$ cat src/rtl/cam_pattern_gen.sv
// Synthetic OV7670-style RGB565 camera source: vsync/href/byte stream with selectable test patterns.
// States: IDLE (outputs low, wait for en) | VSYNC (vsync high) | VBP (back porch) | ACTIVE (lines with href) | VFP (front porch, frame_done on last cycle)
module cam_pattern_gen #(
   parameter int H_ACTIVE    = 160,
   parameter int V_ACTIVE    = 120,
   parameter int H_BLANK     = 144,
   parameter int VSYNC_LINES = 3,
   parameter int V_BP        = 17,
   parameter int V_FP        = 10
) (
   input  logic        CAM_pclk,
   input  logic        rst,
   input  logic        en,
   input  logic [1:0]  pattern_sel,
   input  logic [15:0] solid_rgb,
   output logic        CAM_vsync,
   output logic        CAM_href,
   output logic [7:0]  CAM_px_data,
   output logic        frame_done,
   output logic [15:0] frame_cnt
);

   localparam int LINE_LEN = 2*H_ACTIVE + H_BLANK;
   localparam int HW       = $clog2(LINE_LEN);
   localparam int LW       = $clog2(VSYNC_LINES + V_BP + V_ACTIVE + V_FP + 1);
   localparam int BAR_W    = (H_ACTIVE/8 < 1) ? 1 : H_ACTIVE/8;
   localparam int BW       = $clog2(BAR_W + 1);

   localparam logic [HW-1:0] H_LAST    = HW'(LINE_LEN - 1);
   localparam logic [HW-1:0] H_ACT_END = HW'(2*H_ACTIVE);

   localparam logic [2:0] S_IDLE   = 3'd0;
   localparam logic [2:0] S_VSYNC  = 3'd1;
   localparam logic [2:0] S_VBP    = 3'd2;
   localparam logic [2:0] S_ACTIVE = 3'd3;
   localparam logic [2:0] S_VFP    = 3'd4;

   logic [2:0]    state, state_nxt;
   logic [HW-1:0] h_pos, h_nxt;
   logic [LW-1:0] lines_left, lines_nxt;
   logic [1:0]    pat_q;
   logic [15:0]   solid_q;
   logic [15:0]   pix_cnt;
   logic [2:0]    bar_idx;
   logic [BW-1:0] bar_left;

   logic          href_nxt;
   logic          vsync_entry;
   logic          done_nxt;
   logic [5:0]    px_x;
   logic [15:0]   bar_rgb;
   logic [15:0]   pixel;
   logic [7:0]    data_nxt;

   // h_pos walks every line period; lines_left counts down the line periods left in the state
   always_comb begin
      state_nxt = state;
      h_nxt     = h_pos;
      lines_nxt = lines_left;
      if (state == S_IDLE) begin
         if (en) begin
            state_nxt = S_VSYNC;
            h_nxt     = '0;
            lines_nxt = LW'(VSYNC_LINES - 1);
         end
      end else if (h_pos != H_LAST) begin
         h_nxt = h_pos + HW'(1);
      end else begin
         h_nxt = '0;
         if (lines_left != '0) begin
            lines_nxt = lines_left - LW'(1);
         end else begin
            case (state)
               S_VSYNC: begin
                  if (V_BP == 0) begin
                     state_nxt = S_ACTIVE;
                     lines_nxt = LW'(V_ACTIVE - 1);
                  end else begin
                     state_nxt = S_VBP;
                     lines_nxt = LW'(V_BP - 1);
                  end
               end
               S_VBP: begin
                  state_nxt = S_ACTIVE;
                  lines_nxt = LW'(V_ACTIVE - 1);
               end
               S_ACTIVE: begin
                  state_nxt = S_VFP;
                  lines_nxt = LW'(V_FP - 1);
               end
               S_VFP: begin
                  if (en) begin
                     state_nxt = S_VSYNC;
                     lines_nxt = LW'(VSYNC_LINES - 1);
                  end else begin
                     state_nxt = S_IDLE;
                     lines_nxt = '0;
                  end
               end
               default: begin
                  state_nxt = S_IDLE;
                  lines_nxt = '0;
               end
            endcase
         end
      end
   end

   // Outputs are registered from the next-cycle position so they line up with the state they describe
   always_comb begin
      href_nxt    = (state_nxt == S_ACTIVE) && (h_nxt < H_ACT_END);
      vsync_entry = (state_nxt == S_VSYNC) && (state != S_VSYNC);
      done_nxt    = (state_nxt == S_VFP) && (h_nxt == H_LAST) && (lines_nxt == '0);
      px_x        = 6'(h_nxt >> 1);

      case (bar_idx)
         3'd0:    bar_rgb = 16'hFFFF;
         3'd1:    bar_rgb = 16'hFFE0;
         3'd2:    bar_rgb = 16'h07FF;
         3'd3:    bar_rgb = 16'h07E0;
         3'd4:    bar_rgb = 16'hF81F;
         3'd5:    bar_rgb = 16'hF800;
         3'd6:    bar_rgb = 16'h001F;
         default: bar_rgb = 16'h0000;
      endcase

      case (pat_q)
         2'd0:    pixel = solid_q;
         2'd1:    pixel = bar_rgb;
         2'd2:    pixel = {px_x[4:0], px_x[5:0], px_x[4:0]};
         default: pixel = pix_cnt;
      endcase

      data_nxt = 8'h00;
      if (href_nxt) data_nxt = h_nxt[0] ? pixel[7:0] : pixel[15:8];
   end

   always_ff @(posedge CAM_pclk or negedge rst) begin
      if (!rst) begin
         state       <= S_IDLE;
         h_pos       <= '0;
         lines_left  <= '0;
         pat_q       <= '0;
         solid_q     <= '0;
         pix_cnt     <= '0;
         bar_idx     <= '0;
         bar_left    <= '0;
         CAM_vsync   <= 1'b0;
         CAM_href    <= 1'b0;
         CAM_px_data <= 8'h00;
         frame_done  <= 1'b0;
         frame_cnt   <= '0;
      end else begin
         state       <= state_nxt;
         h_pos       <= h_nxt;
         lines_left  <= lines_nxt;
         CAM_vsync   <= (state_nxt == S_VSYNC);
         CAM_href    <= href_nxt;
         CAM_px_data <= data_nxt;
         frame_done  <= done_nxt;
         if (done_nxt) frame_cnt <= frame_cnt + 16'd1;

         if (vsync_entry) begin
            pat_q   <= pattern_sel;
            solid_q <= solid_rgb;
            pix_cnt <= '0;
         end else if (href_nxt && h_nxt[0]) begin
            pix_cnt <= pix_cnt + 16'd1;
         end

         // Bar position advances after each pixel's low byte and rewinds during blanking
         if (!href_nxt) begin
            bar_idx  <= '0;
            bar_left <= BW'(BAR_W - 1);
         end else if (h_nxt[0]) begin
            if (bar_left == '0) begin
               bar_left <= BW'(BAR_W - 1);
               if (bar_idx != 3'd7) bar_idx <= bar_idx + 3'd1;
            end else begin
               bar_left <= bar_left - BW'(1);
            end
         end
      end
   end

endmodule
$ cat config.mk
export PLATFORM = sky130hd
export DESIGN_NAME = cam_pattern_gen
export DESIGN_NICKNAME = d
export VERILOG_FILES = /design/src/rtl/cam_pattern_gen.sv
export SDC_FILE = /design/constraint.sdc
export NUM_CORES = 1
export LEC_CHECK = 0
export CAP_MARGIN = 20
export CORE_MARGIN = 10
export CORE_UTILIZATION = 53
export CTS_BUF_LIST = sky130_fd_sc_hd__clkbuf_8
export CTS_CLUSTER_DIAMETER = 100
export CTS_CLUSTER_SIZE = 28
export DETAILED_ROUTE_END_ITERATION = 16
export PLACE_DENSITY = 0.85
export SKIP_LAST_GASP = 1
export SYNTH_ARGS = -nofsm -noshare
export SYNTH_HDL_FRONTEND = slang
export SYNTH_SLANG_ARGS = --single-unit
$ cat constraint.sdc
create_clock -name CAM_pclk -period 6 [get_ports CAM_pclk]
set_input_delay 0.9 -clock CAM_pclk [delete_from_list [all_inputs] [get_ports CAM_pclk]]
set_output_delay 0.9 -clock CAM_pclk [all_outputs]
set_load 0.01 [all_outputs]
==> flow_summary.toml <==
[cells_and_area]
n_fill_cell = 761
multi_input_area_um2 = 2610
layout-drive-gt1-share_pct = 6.621
seq_area_um2 = 2227
syn2layout_area_growth_pct = 15.03
final_common_cell = "nand2_1"
nNetsFinal = 616
n_antenna_cell = 0
mostFrequentLayoutCells = "nand2_1, dfrtp_1, clkdlybuf4s50_1"

[clock_tree]
insertion_delay_ns = 0.37
cts.repair.resized = 0
clkSlewWorstSetupHoldPaths_ns = 0.09
cts_sinks = 89
cts_buffers = 9
clk_path_buf_depth = 2
htreeDepth = 3
cts_tree = "built"
cts_setup_buffers = 0
ctsHoldBuffers = 0
root_buffer = "clkbuf_8"

[critical_path]
rr_startpoint = "state[0]"
critPathKind = "primary input to register"
ff2ff_setup_slack_ns = 2.08
required_ns = 6.29
crit_family = "simple AND/OR/NAND/NOR gates"
max_stage_delay_ns = 0.75
timing.critical_path.from_type = "primary input"
crit_fanout = 30
critical_path_cell_count = 8
worstPathCellList = "clkdlybuf4s50_1 -> nor4_2 -> nand2_1 -> and2_1 -> clkinv_1 -> nand3_1 -> or4_1 -> a21oi_1"
slowest_stage = "or4_1"
r2r.worst_path.cells = 7
critical_path_buf_inv_count = 2
critPathCaptureType = "register"
crit_arrival_ns = 4.41
rr_endpoint = "pix_cnt[15]"

[place]
pre_cts_ws_ns = 1.553
place_congestion = 0.9077
port_buffers = 47
dp_hpwl_mm = 8.949

[drt]
wl_mm = 12.52
wl_met3_um = 681
drtIter0Drc = 492
wl_per_cell_um = 17.43
m1WireLength_mm = 5.208
routed_via_density = 6.262
wl_met2_mm = 6.225
maxUsedRoutingLayer = "met4"
num_vias = 4496
route.detailed.drc = 0
ant_nets = 0
drt_first_pass_iters = 5

[timing]
finClkSkew_ns = 0.01856
timing.slew.headroom_pct = 40.70
clock.fmax_ghz = 0.2425
setup_viol = 0
period_share_pct = 68.73
setup_ws_ns = 1.876
rsz0062_at_grt = "false"
period_minus_slack_ns = 4.124
tns_ns = 0
hold_viol_final = 0
tightest_slew_ns = 0.8870
slew_viol_final = 0

[floorplanning]
die_height_um = 117.8
start_util_pct = 54.61
dieArea_um2 = 13880
fp.dieW_um = 117.8
core_um2 = 9284
pin_count = 48
rows = 35

[synth]
netlist_area_um2 = 5070
ys_warn_count = 0
synth_area_leader_cell = "dfrtp_1"
syn_avg_cell_area_um2 = 9.086
yosysSeqAreaShare_pct = 43.93
synth-seq-cells = 89
synth_area_leaders = "dfrtp_1, nand2_1, a21oi_1, xor2_1, or4_1"
synth_top_flop_cell = "dfrtp_1"
synth_fp_nets = 590
synth_edf_count = 0
syn_inst = 558
async_flop_share_pct = 100.0
synth_top_area_share_pct = 43.93
synth_cell_type_count = 67

[global_route]
antenna_found_initial = 0
grt_pass1_wl_mm = 21.14
grt_pass1_vias = 4313
gr-total-overflow = 0
grt_util_all_layers_pct = 17.82
grt_max_degree = 51

[outcome]
status = "completed"

[power]
power_density_nw_per_um2 = 278.9
ir_drop_mv = 0.2048
p_leak_uw = 0.002498

[run]
maxCapViolCount = 0

[min_path]
worstHoldPathType = "primary input to asynchronous set/reset pin"
## flip-flops by register name, summed over array words and instances, names as in the netlist
| signal | cells |
|---|---|
| pix_cnt | 16 |
| CAM_px_data | 8 |
| h_pos | 9 |
| bar_left | 5 |
| frame_cnt | 16 |
| state | 3 |
| solid_q | 16 |
| frame_done | 1 |
| lines_left | 8 |
| CAM_vsync | 1 |
| bar_idx | 3 |
| CAM_href | 1 |
| pat_q | 2 |
## per-stage QoR
| step | hold WS (ns) | instances | cell area, µm² | power [µW] | utilization, % |
|---|---|---|---|---|---|
| 2_1_floorplan | 0.4379 | 558 | 5070 | 994.8 | - |
| 3_3_place_gp | 0.4575 | 701 | 5557 | 1096 | 59.85 |
| 3_5_place_dp | 0.4704 | 702 | 5584 | 1107 | 60.15 |
| 4_1_cts | 0.4927 | 718 | 5832 | 1621 | 62.82 |
| 5_1_grt | 0.5165 | 718 | 5832 | 1703 | 62.82 |
| 6_report | 0.4840 | 718 | 5832 | 1626 | 62.82 |
## worst register-to-register path, cell delays in order, from the launching register on
cell	delay, ns
dfrtp_1	0.63
nor3_2	0.76
or4_1	0.21
nand4_1	0.21
o21ai_0	0.41
nand3_1	0.71
or4_1	0.75
a21oi_1	0.17
## cell families (layout without fill, tap and decap cells)
| group | after synthesis | in the layout | share of synthesized area [%] |
|---|---|---|---|
| simple gates | 251 | 251 | 26.65 |
| compound gates | 116 | 116 | 15.10 |
| flops | 89 | 89 | 43.93 |
| buf+inv | 55 | 86 | 4.640 |
| xor+xnor | 20 | 20 | 3.455 |
| mux | 16 | 16 | 3.504 |
| fa+ha+maj | 11 | 11 | 2.715 |
## where the power goes
group / leakage, µW / internal (µW) / switching [µW]
combinational: 0.00121 / 149 / 241
sequential: 0.00116 / 650 / 74.9
clock: 0.000121 / 281 / 230
total: 0.00250 / 1080 / 546
## worst max-delay path by stage
| stage | startpoint | end | slack [ns] |
|---|---|---|---|
| after global routing | en | pix_cnt[9] | 1.54 |
| final | en | pix_cnt[15] | 1.88 |
| after floorplan | en | frame_cnt[13] | 2.83 |
| after global placement | en | frame_cnt[1] | 1.75 |
| after detailed placement | en | pix_cnt[15] | 1.55 |
| after CTS | en | pix_cnt[9] | 1.94 |
## area by class of cell
type,count,share of cell area [%]
Multi-Input combinational cell,414,44.75
Sequential cell,89,38.19
Timing Repair Buffer,50,8.753
Tap cell,129,2.768
Clock buffer,9,2.124
Clock inverter,7,2.124
Inverter,20,1.287
## Yosys cell counts, types with 5 or more instances
cell	n
nand2_1	97
dfrtp_1	89
a21oi_1	34
nand3_1	26
nor2_1	23
clkbuf_1	22
o21ai_0	19
or4_1	19
inv_1	18
xor2_1	18
nor3_1	17
nand4_1	15
ha_1	11
mux2i_1	11
o31ai_1	11
nor4_1	9
a211oi_1	8
buf_2	8
and2_1	6
and3_1	6
o211ai_1	5
## metal layers
metal / GRT usage (%) / vias up
met5: 0 / -
met4: 7.651 / 0
met3: 3.357 / 38
met2: 30.14 / 200
met1: 21.61 / 2164
li1: - / 2094
(Power assumes the default switching activity.)
